`src/rtl/piezo_decode.sv`:
```
// piezo_decode
//   Recovers the note sequence played on a piezo buzzer by measuring the
//   rising-to-rising period of its drive signal, and recognises three jingles
//   (steer, fast, battery) from the order of the confirmed notes.
//
// Parameters
//   FAST_SIM  : nonzero divides all nominal periods and the silence timeout
//               by 512 so simulations stay short.
//   TOL_SHIFT : match window is nominal +/- (nominal >> TOL_SHIFT), at least 1.
//
// Ports
//   clk        in   system clock, rising edge
//   rst_n      in   synchronous active-low reset
//   piezo      in   square-wave tone from the piezo driver
//   piezo_n    in   complement tone (only checked with PIEZO_DIFF_CHK_EN)
//   note       out  [2:0] confirmed note: 0 silence, 1 G6, 2 C7, 3 E7, 4 G7
//   note_vld   out  one-cycle pulse whenever note changes
//   period     out  [15:0] last measured period in clocks
//   steer_tune out  one-cycle pulse, steer jingle recognised
//   fast_tune  out  one-cycle pulse, fast jingle recognised
//   batt_tune  out  one-cycle pulse, battery jingle recognised
//   diff_err   out  sticky complement-mismatch flag
//
// Optional feature: define PIEZO_DIFF_CHK_EN to enable the piezo/piezo_n
// complement check; otherwise diff_err is tied low and piezo_n is ignored.

module piezo_decode #(
    parameter int FAST_SIM  = 1,
    parameter int TOL_SHIFT = 4
) (
    input  logic        clk,
    input  logic        rst_n,
    input  logic        piezo,
    input  logic        piezo_n,
    output logic [2:0]  note,
    output logic        note_vld,
    output logic [15:0] period,
    output logic        steer_tune,
    output logic        fast_tune,
    output logic        batt_tune,
    output logic        diff_err
);

    function automatic int tol_of(input int nom);
        int t;
        t = nom >> TOL_SHIFT;
        return (t < 1) ? 1 : t;
    endfunction

    localparam int DIV    = (FAST_SIM != 0) ? 512 : 1;
    localparam int G6_NOM = 31888 / DIV;
    localparam int C7_NOM = 23890 / DIV;
    localparam int E7_NOM = 18961 / DIV;
    localparam int G7_NOM = 15944 / DIV;
    localparam int SIL_NOM = 63776 / DIV;

    localparam logic [15:0] G6_LO = 16'(G6_NOM - tol_of(G6_NOM));
    localparam logic [15:0] G6_HI = 16'(G6_NOM + tol_of(G6_NOM));
    localparam logic [15:0] C7_LO = 16'(C7_NOM - tol_of(C7_NOM));
    localparam logic [15:0] C7_HI = 16'(C7_NOM + tol_of(C7_NOM));
    localparam logic [15:0] E7_LO = 16'(E7_NOM - tol_of(E7_NOM));
    localparam logic [15:0] E7_HI = 16'(E7_NOM + tol_of(E7_NOM));
    localparam logic [15:0] G7_LO = 16'(G7_NOM - tol_of(G7_NOM));
    localparam logic [15:0] G7_HI = 16'(G7_NOM + tol_of(G7_NOM));
    localparam logic [15:0] SIL_CNT = 16'(SIL_NOM);

    localparam logic [2:0] N_SIL = 3'd0;
    localparam logic [2:0] N_G6  = 3'd1;
    localparam logic [2:0] N_C7  = 3'd2;
    localparam logic [2:0] N_E7  = 3'd3;
    localparam logic [2:0] N_G7  = 3'd4;

    typedef enum logic [3:0] {
        IDLE, F_G6, F_C7, F_E7, S_G7, S_E7,
        B_G7, B_E7, B_G7B, B_E7B, B_C7
    } tune_state_t;

    logic        piezo_q;
    logic        piezo_prev;
    logic        rise;
    logic [15:0] cnt;
    logic        first_seen;
    logic        pend_vld;
    logic [2:0]  pend_cls;
    logic [2:0]  cls;
    tune_state_t state;
    tune_state_t state_nxt;

    assign rise = piezo_q & ~piezo_prev;

    // Classify the running count as a note; it is only used at a rise, when
    // the count equals the period that just ended. N_SIL means unmatched.
    always_comb begin
        cls = N_SIL;
        if (cnt >= G6_LO && cnt <= G6_HI)
            cls = N_G6;
        else if (cnt >= C7_LO && cnt <= C7_HI)
            cls = N_C7;
        else if (cnt >= E7_LO && cnt <= E7_HI)
            cls = N_E7;
        else if (cnt >= G7_LO && cnt <= G7_HI)
            cls = N_G7;
    end

    // Period measurement, two-in-a-row note confirmation and silence timeout.
    // The first rise after reset or silence has no valid start point, so it
    // only arms the measurement.
    always_ff @(posedge clk) begin
        if (!rst_n) begin
            piezo_q    <= 1'b0;
            piezo_prev <= 1'b0;
            cnt        <= 16'd0;
            first_seen <= 1'b0;
            pend_vld   <= 1'b0;
            pend_cls   <= N_SIL;
            note       <= N_SIL;
            note_vld   <= 1'b0;
            period     <= 16'd0;
        end else begin
            piezo_q    <= piezo;
            piezo_prev <= piezo_q;
            note_vld   <= 1'b0;
            if (rise) begin
                cnt <= 16'd1;
                if (!first_seen) begin
                    first_seen <= 1'b1;
                end else begin
                    period <= cnt;
                    if (cls == N_SIL) begin
                        pend_vld <= 1'b0;
                    end else begin
                        pend_vld <= 1'b1;
                        pend_cls <= cls;
                        if (pend_vld && pend_cls == cls && cls != note) begin
                            note     <= cls;
                            note_vld <= 1'b1;
                        end
                    end
                end
            end else begin
                if (cnt != 16'hFFFF)
                    cnt <= cnt + 16'd1;
                // cnt passes SIL_CNT exactly once per gap, so this fires once
                if (cnt == SIL_CNT) begin
                    first_seen <= 1'b0;
                    pend_vld   <= 1'b0;
                    if (note != N_SIL) begin
                        note     <= N_SIL;
                        note_vld <= 1'b1;
                    end
                end
            end
        end
    end

    always_ff @(posedge clk) begin
        if (!rst_n)
            state <= IDLE;
        else
            state <= state_nxt;
    end

    // Tune recogniser, advanced only on note changes. The fallback handles
    // any note that breaks a sequence; it is overridden by the expected step.
    // Pulses are combinational so they line up with the completing note_vld.
    always_comb begin
        state_nxt  = state;
        steer_tune = 1'b0;
        fast_tune  = 1'b0;
        batt_tune  = 1'b0;
        if (note_vld) begin
            if (note == N_G6)
                state_nxt = F_G6;
            else if (note == N_G7)
                state_nxt = B_G7;
            else
                state_nxt = IDLE;
            case (state)
                F_G6:  if (note == N_C7) state_nxt = F_C7;
                F_C7:  if (note == N_E7) state_nxt = F_E7;
                F_E7: begin
                    if (note == N_G7)
                        state_nxt = S_G7;
                    else if (note == N_G6 || note == N_SIL)
                        fast_tune = 1'b1;
                end
                S_G7:  if (note == N_E7) state_nxt = S_E7;
                S_E7: begin
                    if (note == N_G7) begin
                        steer_tune = 1'b1;
                        state_nxt  = IDLE;
                    end
                end
                B_G7:  if (note == N_E7) state_nxt = B_E7;
                B_E7:  if (note == N_G7) state_nxt = B_G7B;
                B_G7B: if (note == N_E7) state_nxt = B_E7B;
                B_E7B: if (note == N_C7) state_nxt = B_C7;
                B_C7:  if (note == N_G6) batt_tune = 1'b1;
                default: ;
            endcase
        end
    end

`ifdef PIEZO_DIFF_CHK_EN
    logic piezo_n_q;
    logic same_q;

    // piezo_n_q resets to the complement of piezo_q so the reset values
    // themselves never look like a mismatch.
    always_ff @(posedge clk) begin
        if (!rst_n) begin
            piezo_n_q <= 1'b1;
            same_q    <= 1'b0;
            diff_err  <= 1'b0;
        end else begin
            piezo_n_q <= piezo_n;
            same_q    <= (piezo_n_q == piezo_q);
            if (same_q && (piezo_n_q == piezo_q))
                diff_err <= 1'b1;
        end
    end
`else
    logic unused_piezo_n;
    assign unused_piezo_n = piezo_n;
    assign diff_err = 1'b0;
`endif

endmodule

```
`config.mk`:
```
export PLATFORM = sky130hd
export DESIGN_NAME = piezo_decode
export DESIGN_NICKNAME = d
export VERILOG_FILES = /design/src/rtl/piezo_decode.sv
export SDC_FILE = /design/constraint.sdc
export NUM_CORES = 1
export LEC_CHECK = 0
export ABC_AREA = 1
export BUFFER_PORTS_ARGS = -buffer_cell sky130_fd_sc_hd__buf_2
export CAP_MARGIN = 10
export CORE_MARGIN = 3
export CORE_UTILIZATION = 50
export DETAILED_ROUTE_END_ITERATION = 12
export GPL_TIMING_DRIVEN = 1
export PLACE_DENSITY = 0.77
export SETUP_SLACK_MARGIN = 0.5
export SKIP_CTS_REPAIR_TIMING = 1
export SYNTH_ARGS = -nofsm -noshare
export SYNTH_HDL_FRONTEND = slang
export SYNTH_SLANG_ARGS = --single-unit
```
`constraint.sdc`:
```
create_clock -name clk -period 2.7 [get_ports clk]
set_clock_uncertainty 0.15 [all_clocks]
set_input_delay 0 -clock clk [delete_from_list [all_inputs] [get_ports clk]]
set_output_delay 0 -clock clk [all_outputs]
set_load 0.01 [all_outputs]
```
==> run_results.csv, run 1 <==
group,metric,value,unit
run_status,status,"complete, but fails checks",
run_status,violations,"negative hold slack",
timing,hold_viol,2,
clock_network,cts-root-buf,"clkbuf_8",
synth,ys.flop_type,"dfxtp_1",
timing,drv_slew,0,
routing,via_per_inst,5.45,
clock_network,clockBufferDepth,2,
critical_path,cp.required,2.79,ns
critical_path,worst-path-max-fanout,5,
global_route,grt_busiest_layer,"met2",
floorplanning,initial_core_util,52.3,%
power,power_leakage,1.40,nW
global_route,first_global_vias,2434,
critical_path,r2r-start,"cnt[4]",
final_layout,layout_commonest_cell,"nand2_1",
final_layout,fillers,486,
routing,routed_wl,6470,µm
place,dp_hpwl,4620,µm
final_layout,syn_to_final_growth,14.7,%
final_layout,drive_gt1_share,22.5,%
floorplanning,num_rows,26,
floorplanning,die_w,79.5,µm
synth,syn_inst,383,
routing,dr.pass1.iters,4,
clock_network,cts_max_level,2,
synth,ys.warnings.count,0,
power,total_power,1.27,mW
place,io_buffers,25,
global_route,grt_max_degree,25,
synth,synth.avg_cell_area,7.06,µm²
timing,period_minus_slack,2.08,ns
power,irDropWorstVdd,0.299,mV
flow_run,maxCapViolations,0,
critical_path,r2r_setup_slack,0.62,ns
power,p_per_area,411,mW/mm²
synth,yosysUniqueCellTypes,42,
power,p_sw_share,24.2,%
timing,rsz0062_at_grt,"true",
global_route,use_met3,3.72,%
critical_path,worstPathArrival,2.17,ns
place,gp_congestion,0.899,
clock_network,cts_tree,"done",
power,p_comb_share,5.9,%
timing,max_freq,480,MHz
routing,ant_nets,0,
power,p_int,0.966,mW
final_layout,design_area,0.00310,mm²
synth,synth_seq_area_share,34.8,%
routing,drc,0,
global_route,use_met1,27.9,%
critical_path,reg2reg_to,"cnt[6]",
final_layout,final_cell_mix,"60 x nand2_1, 45 x inv_1, 44 x dfxtp_1, 42 x nor2_1, 32 x o21ai_0",
place,postPlaceCellArea,0.00290,mm²
critical_path,crit_end,"cnt[6]",
critical_path,worstSetupStartpoint,"cnt[4]",
routing,avgRoutedWirePerCell,13.4,µm
critical_path,crit_type,"reg2reg",
floorplanning,core-area,0.00517,mm²
critical_path,endpoint_kind,"flip-flop",
timing,tns,0,ns
synth,synth_nets,392,
clock_network,tritoncts.num_buffers,5,
critical_path,crit_path_start_kind,"flip-flop",
clock_network,cts_num_sinks,47,
floorplanning,die-area,0.00633,mm²
power,switching_power,0.308,mW
clock_network,clkLatencyLatePin,0.31,ns
routing,vias,2637,
power,seqPwrFrac,56.4,%
hold_path,min_path_cells,3,
floorplanning,fp.dieH,79.5,µm
power,clkPwrFrac,37.7,%
routing,drtIter0Drc,188,
synth,ys_ff_latch,47,
global_route,grt_usage,21.2,%
timing,setup_viol,0,
global_route,grt_util_met2,35.3,%
synth,syn_area,0.00270,mm²
final_layout,nets,422,
floorplanning,io_pins,28,
timing,period_share,77.2,%
hold_path,hold_class,"in2reg",
final_layout,antenna_cells,0,
timing,whs,-0.0174,ns
synth,synth_edf_count,0,
synth,async_flop_share,0,%
critical_path,ff2ff_path_depth,8,
clock_network,clk_pin_slew,0.09,ns
global_route,antenna_found_initial,0,
global_route,grt_pass1_wl,10900,µm
global_route,grt-ovfl-total,0,
## metrics by stage
| stage | std cells | worst slack (ns) | util (%) |
|---|---|---|---|
| after floorplan | 383 | 0.807 | - |
| after global placement | 471 | 0.586 | 56.0 |
| after detailed placement | 471 | 0.524 | 56.0 |
| after CTS | 479 | 0.502 | 58.0 |
| after global routing | 484 | 0.472 | 60.0 |
| final | 484 | 0.617 | 60.0 |
## how the worst min path moves through the flow
stage                 end  startpoint
2_1_floorplan     piezo_q       piezo
3_3_place_gp      piezo_q       piezo
3_5_place_dp      piezo_q       piezo
4_1_cts           piezo_q       piezo
5_1_grt        piezo_prev       rst_n
6_report       piezo_prev       rst_n
## registers in the layout, summed over array words and instances, names as in the netlist
register    flops
period         16
first_seen      1
pend_cls        3
cnt            16
state           4
pend_vld        1
note            3
piezo_prev      1
piezo_q         1
note_vld        1
## cell type report
cell class / instances / area, µm² / share of cell area [%]
clock inverter: 1 / 7.51 / 0.242
sequential: 47 / 947 / 30.5
inverter: 55 / 209 / 6.74
timing repair buffer: 32 / 183 / 5.89
tap: 70 / 87.6 / 2.82
multi-input combinational: 272 / 1570 / 50.7
clock buffer: 7 / 96.3 / 3.11
## power by group through the flow
stage | Sequential, mW | Clock (mW) | Combinational (mW)
after detailed placement | 0.730 | 0 | 0.0692
after global placement | 0.730 | 0 | 0.0678
final | 0.718 | 0.480 | 0.0754
after global routing | 0.720 | 0.509 | 0.0857
after floorplan | 0.732 | 0 | 0.0429
after CTS | 0.714 | 0.489 | 0.0697
## cell usage after synthesis, types with 3 or more instances
cell type / n / area share, %
inv_2: 7 / 0.97
a31oi_1: 3 / 0.69
nand3_1: 23 / 4.3
inv_1: 47 / 6.5
xor2_1: 7 / 2.3
clkbuf_1: 7 / 0.97
ha_1: 5 / 2.3
nor2_1: 44 / 6.1
nand3_2: 3 / 1.1
nor2_4: 3 / 1.2
a21oi_1: 31 / 5.7
nand2_1: 61 / 8.5
nand3_4: 3 / 1.9
nand2_2: 7 / 1.6
nand4_1: 10 / 2.3
nor2_2: 8 / 1.9
nor3_1: 5 / 0.93
o21ai_0: 32 / 5.9
dfxtp_1: 47 / 35
nand2_4: 3 / 1.2
nor4_1: 4 / 0.93
## routing by layer
layer	wire (µm)	vias to the layer above
met5	0	-
met2	3040	89
met1	2980	1221
li1	-	1316
met3	351	11
met4	97	0
## critical path, stage by stage (launching register included)
cell and delay (ns):
dfxtp_1 0.48, nand2_2 0.15, nor2_2 0.16, nand4_1 0.20
nor3_2 0.25, nand2_1 0.19, inv_1 0.20, o21ai_0 0.10
a21oi_1 0.13
## cells by family (layout without fill, tap and decap cells)
| kind of cell | after synthesis | after routing | share of synthesized area, % |
|---|---|---|---|
| AND/OR/NAND/NOR | 179 | 179 | 34.2 |
| AO/OA/AOI/OAI | 78 | 78 | 16.2 |
| buffers and inverters | 64 | 95 | 9.07 |
| flip-flops | 47 | 47 | 34.8 |
| XOR/XNOR | 9 | 9 | 3.19 |
| adder cells (fa/ha/maj) | 5 | 5 | 2.31 |
| other | 1 | 1 | 0.139 |
Power figures use the tool's default switching activity.
==> inputs of run 2 (changes only) <==
--- a/config.mk
+++ b/config.mk
@@ -5,14 +5,14 @@
 export SDC_FILE = /design/constraint.sdc
 export NUM_CORES = 1
 export LEC_CHECK = 0
-export ABC_AREA = 1
+export ABC_AREA = 0
 export BUFFER_PORTS_ARGS = -buffer_cell sky130_fd_sc_hd__buf_2
 export CAP_MARGIN = 10
 export CORE_MARGIN = 3
 export CORE_UTILIZATION = 50
 export DETAILED_ROUTE_END_ITERATION = 12
 export GPL_TIMING_DRIVEN = 1
-export PLACE_DENSITY = 0.77
+export PLACE_DENSITY = 0.81
 export SETUP_SLACK_MARGIN = 0.5
 export SKIP_CTS_REPAIR_TIMING = 1
 export SYNTH_ARGS = -nofsm -noshare
==> constraint.sdc (replaced) <==
create_clock -name clk -period 1.8 [get_ports clk]
set_clock_uncertainty 0.15 [all_clocks]
set_input_delay 0 -clock clk [delete_from_list [all_inputs] [get_ports clk]]
set_output_delay 0 -clock clk [all_outputs]
set_load 0.01 [all_outputs]
==> run 2 against run 1 <==
- the run ends with negative setup slack left
- register-to-register slack got worse by 1.5 ns
- clock-buffer cell count shrank 2
- die area is 7.7% lower
- clock power rose by 38%
- sequential share of layout area decreased by 2.5 points
- non-clock buffer count is 52 higher
- fmax shrank 22%
- first-iteration DRC count down 16%
- critical path type unchanged
- critical endpoint is now note[2]
==> run_results.csv, run 2 <==
group,metric,value,unit
synth,async_flop_share,0,%
place,gp_congestion,0.863,
global_route,antenna_found_initial,0,
floorplanning,die_w,76.4,µm
power,p_per_area,541,mW/mm²
hold_path,hold_class,"in2reg",
power,p_sw_share,25.3,%
power,p_int,1.39,mW
timing,period_share,149,%
floorplanning,fp.dieH,76.4,µm
place,dp_hpwl,4540,µm
synth,syn_area,0.00248,mm²
synth,synth_edf_count,0,
synth,synth_nets,308,
synth,synthTopCellsByCount,"62 x nand2_1, 47 x dfxtp_1, 17 x a21boi_0, 17 x nor2_1, 12 x clkbuf_1",
final_layout,antenna_cells,0,
final_layout,regArea,962,µm²
final_layout,fin_cells,438,
synth,synth.avg_cell_area,8.29,µm²
clock_network,cts_max_level,2,
final_layout,fillers,319,
final_layout,final_cell_mix,"57 x nand2_1, 50 x buf_4, 34 x dfxtp_1, 25 x buf_2",
timing,hold_viol,0,
routing,dr.pass1.iters,4,
routing,vias,2439,
final_layout,nets,381,
power,p_comb_share,7.2,%
timing,setup_viol,27,
critical_path,crit_path_start_kind,"flip-flop",
timing,max_freq,374,MHz
timing,fin_ws,-0.876,ns
power,clkPwrFrac,35.7,%
clock_network,clk_pin_slew,0.10,ns
synth,yosysMostFrequentCell,"nand2_1",
place,dp_cells,424,
critical_path,worstPathArrival,2.76,ns
flow_run,maxCapViolations,0,
power,irDropWorstVdd,0.507,mV
critical_path,cp.required,1.88,ns
timing,rsz0062_at_grt,"true",
synth,synth_seq_area_share,37.9,%
global_route,grt_max_degree,34,
final_layout,syn_to_final_growth,38.5,%
routing,via_per_inst,5.57,
final_layout,layout_commonest_cell,"nand2_1",
clock_network,clkLatencyLatePin,0.31,ns
synth,synth_top_area_share,37.9,%
timing,period_minus_slack,2.68,ns
routing,ant_nets,0,
timing,slew_headroom,66.1,%
final_layout,multi_input_area,0.00165,mm²
global_route,grt_pass1_wl,10400,µm
floorplanning,die-area,0.00584,mm²
global_route,first_global_vias,2187,
synth,synth_top_area_cell,"dfxtp_1",
global_route,grt-ovfl-total,0,
clock_network,cts_num_sinks,47,
routing,drtIter0Drc,157,
critical_path,crit_type,"reg2reg",
routing,avgRoutedWirePerCell,15.7,µm
clock_network,tritoncts.num_buffers,5,
timing,drv_slew,0,
synth,syn_inst,299,
synth,ys_ff_latch,47,
floorplanning,core-area,0.00456,mm²
run_status,violations,"negative setup slack",
final_layout,largestRegisters,"cnt (16), period (16), state (4)",
clock_network,cts_tree,"done",
run_status,status,"complete, but fails checks",
synth,yosysUniqueCellTypes,55,
floorplanning,initial_core_util,54.3,%
clock_network,cts-root-buf,"clkbuf_8",
floorplanning,io_pins,28,
synth,synth.area.top_cells,"dfxtp_1 38%, nand2_1 9.4%, a21boi_0 5.1%",
place,io_buffers,25,
global_route,grt_usage,21.7,%
clock_network,clockBufferDepth,2,
final_layout,final_core_util,75.2,%
power,switching_power,0.470,mW
floorplanning,num_rows,24,
critical_path,worst-path-max-fanout,4,
critical_path,endpoint_kind,"flip-flop",
final_layout,drive_gt1_share,39.9,%
final_layout,design_area,0.00343,mm²
synth,ys.warnings.count,0,
routing,drc,0,
power,power_leakage,1.27,nW
timing,worst_pin_slew,0.507,ns
power,seqPwrFrac,57.0,%
place,postPlaceCellArea,0.00318,mm²
routing,routed_wl,6880,µm
synth,ys.flop_type,"dfxtp_1",
-- run 2: kinds of logic (layout without fill, tap and decap cells) --
logic type	Yosys count	in the layout	synth area share, %
simple gates	137	137	27.7
flops	47	47	37.9
mux	4	4	1.61
fa+ha+maj	5	5	2.52
xor+xnor	17	17	6.76
buf+inv	27	101	4.39
compound gates	61	61	18.9
other cells	1	1	0.151
-- run 2: area by class of cell --
| class | instances | area share [%] |
|---|---|---|
| clock buffer | 5 | 2.00 |
| clock inverter | 3 | 0.692 |
| inverter | 9 | 0.984 |
| multi-input combinational | 225 | 47.9 |
| sequential | 47 | 28.0 |
| tap | 65 | 2.37 |
| timing repair buffer | 84 | 18.0 |
-- run 2: power by group through the flow --
stage | clock network, mW | logic [mW] | registers, mW
2_1_floorplan | 0 | 0.0719 | 1.08
3_3_place_gp | 0 | 0.114 | 1.08
3_5_place_dp | 0 | 0.115 | 1.08
4_1_cts | 0.673 | 0.116 | 1.06
5_1_grt | 0.727 | 0.146 | 1.06
6_report | 0.664 | 0.135 | 1.06
-- run 2: path summary, 6_finish.rpt --
kind                    from  slack (ns)    endpoint  cells after the start
setup / recovery      cnt[7]       -0.88     note[2]                      8
hold / removal         rst_n        0.07  period[12]                      3
hold reg to reg   period[13]        0.31  period[13]                      2
setup reg to reg      cnt[7]       -0.88     note[2]                      8
-- run 2: through the flow --
stage               TNS [ns]  setup WS, ns  hold slack [ns]  total power [mW]
floorplan              -4.95        -0.707          -0.0227              1.15
CTS                   -11.92        -0.841           -0.257              1.85
finish                -12.88        -0.876           0.0736              1.86
global route          -16.35        -0.977           0.0651              1.93
global placement      -10.47        -0.727           0.0565              1.19
detailed placement    -11.12        -0.807           0.0619              1.20
-- run 2: routing by layer --
metal / global-route usage, % / share of wire (%)
met2: 33.6 / 47
met1: 30.2 / 46
met3: 3.43 / 5.9
met5: 0 / 0
met4: 8.15 / 1.3
-- run 2: critical path, cell delays in order (launching register included) --
cell and delay (ns):
dfxtp_2 0.33, or4_4 0.57, nor4_4 0.25, buf_4 0.16, o211ai_2 0.08, o22a_1 0.20, o31a_2 0.13, a2111oi_4 0.49
mux2i_1 0.24
==> inputs of run 3 (changes only) <==
--- a/config.mk
+++ b/config.mk
@@ -18,3 +18,4 @@
 export SYNTH_ARGS = -nofsm -noshare
 export SYNTH_HDL_FRONTEND = slang
 export SYNTH_SLANG_ARGS = --single-unit
+export TNS_END_PERCENT = 50
==> run 3 against run 2 <==
- the flow still finishes with violations (negative setup slack)
- hold slack got worse by 0.0083 ns
- critical path type unchanged
- register-to-register slack barely moved
- clock power rose by 23%
- core utilization rose by 2.4 points
- fmax rose by 0.56%
- sequential power barely moved
- largest power group unchanged
- power rose by 7.9%
==> run_results.csv, run 3 (synthesized netlist as in run 2, its figures left out) <==
group,metric,value,unit
routing,vias,2500,
timing,max_freq,376,MHz
clock_network,cts_max_level,2,
final_layout,fin_cells,445,
hold_path,hold_class,"in2reg",
critical_path,path_cells,"or4_4 -> nor4_4 -> nand2_1 -> xnor2_1 -> o31a_2 -> a2111oi_4 -> buf_4 -> mux2i_1",
power,irDropWorstVdd,0.421,mV
run_status,status,"complete, but fails checks",
timing,period_minus_slack,2.66,ns
routing,ant_nets,0,
final_layout,design_area,0.00355,mm²
final_layout,drive_gt1_share,42.1,%
critical_path,crit_type,"reg2reg",
timing,drv_slew,0,
power,p_comb_share,6.8,%
global_route,grt_usage,20.8,%
timing,rsz0062_at_grt,"true",
critical_path,cp.required,1.89,ns
timing,worst_pin_slew,0.582,ns
run_status,violations,"negative setup slack",
global_route,grt_max_degree,34,
floorplanning,initial_core_util,54.3,%
routing,via_per_inst,5.62,
timing,fin_ws,-0.861,ns
clock_network,clk_pin_slew,0.09,ns
clock_network,cts-root-buf,"clkbuf_8",
critical_path,worstPathArrival,2.75,ns
flow_run,maxCapViolations,0,
final_layout,final_core_util,77.7,%
final_layout,final_cell_mix,"57 x nand2_1, 51 x buf_4, 36 x dfxtp_1, 25 x buf_2, 17 x a21boi_0",
place,io_buffers,25,
place,dp_cells,425,
global_route,first_global_vias,2181,
floorplanning,fp.dieH,76.4,µm
place,dp_slack,-0.792,ns
power,p_per_area,566,mW/mm²
routing,avgRoutedWirePerCell,16.1,µm
power,clkPwrFrac,40.7,%
power,p_int,1.55,mW
routing,routed_wl,7170,µm
timing,whs,0.0653,ns
critical_path,crit_path_start_kind,"flip-flop",
critical_path,path_buf_inv,1,
floorplanning,num_rows,24,
power,seqPwrFrac,52.5,%
clock_network,clockBufferDepth,2,
critical_path,crit_path_top_delay_cell,"or4_4",
place,gp_congestion,0.867,
place,postPlaceCellArea,0.00312,mm²
critical_path,endpoint_kind,"flip-flop",
routing,dr.pass1.iters,4,
floorplanning,die_w,76.4,µm
global_route,antenna_found_initial,0,
final_layout,largestRegisters,"cnt (16), period (16), state (4)",
timing,hold_viol,0,
global_route,grt_pass1_wl,9980,µm
global_route,grt-ovfl-total,0,
clock_network,clkLatencyLatePin,0.31,ns
clock_network,cts_tree,"done",
final_layout,layout_commonest_cell,"nand2_1",
floorplanning,core-area,0.00456,mm²
place,dp_hpwl,4410,µm
routing,drtIter0Drc,190,
power,p_sw_share,22.9,%
floorplanning,io_pins,28,
power,power_leakage,1.36,nW
critical_path,r2r_setup_slack,-0.86,ns
power,switching_power,0.460,mW
final_layout,nets,388,
final_layout,antenna_cells,0,
clock_network,tritoncts.num_buffers,5,
final_layout,syn_to_final_growth,43.0,%
critical_path,max_stage_delay,0.57,ns
floorplanning,die-area,0.00584,mm²
routing,drc,0,
clock_network,cts_num_sinks,47,
timing,period_share,148,%
timing,slew_headroom,61.1,%
critical_path,cp_top_family,"simple AND/OR/NAND/NOR gates",
timing,setup_viol,26,
critical_path,worst-path-max-fanout,4,
-- run 3: cell types whose count changed in the layout (fill, tap and decap cells not counted), sizes merged --
cell      previous run  this run
buf                 81        90
clkinv               2         0
clkinvlp             0         1
inv                 10         9
-- run 3: power groups by stage --
stage | combinational (mW) | clock [mW] | sequential, mW
after floorplan | 0.0676 | 0 | 1.08
after global placement | 0.115 | 0 | 1.08
after detailed placement | 0.116 | 0 | 1.08
after CTS | 0.117 | 0.816 | 1.06
after global routing | 0.146 | 0.866 | 1.05
final | 0.136 | 0.817 | 1.05
-- run 3: path summary, 6_finish.rpt --
check	cells past startpoint	from	end
setup / recovery	8	cnt[8]	note[1]
hold / removal	3	rst_n	note_vld
setup reg to reg	8	cnt[8]	note[1]
hold reg to reg	2	period[3]	period[3]
-- run 3: layer usage --
metal,part of all wire (%),vias to the layer above,wire (µm),track usage (%)
li1,-,1192,-,-
met1,45,1194,3220,26.6
met2,47,92,3370,34.4
met3,5.3,22,379,4.26
met4,2.9,0,207,7.61
met5,0,-,0,0
-- run 3: cell type report --
class / count / area, µm²
Fill cell: 277 / 1020
Timing Repair Buffer: 91 / 679
Multi-Input combinational cell: 225 / 1660
Clock buffer: 7 / 119
Clock inverter: 1 / 7.51
Inverter: 9 / 33.8
Tap cell: 65 / 81.3
Sequential cell: 47 / 967
-- run 3: tightest hold or removal path, delay by kind of cell --
family | cells | cell delay [ns]
AO/OA/AOI/OAI | 1 | 0.14
buffers and inverters | 2 | 0.33
-- run 3: through the flow --
step / setup TNS, ns / total power [mW]
floorplan: -4.67 / 1.15
global placement: -10.38 / 1.19
detailed placement: -11.27 / 1.20
CTS: -12.50 / 1.99
global route: -12.96 / 2.07
finish: -11.11 / 2.01
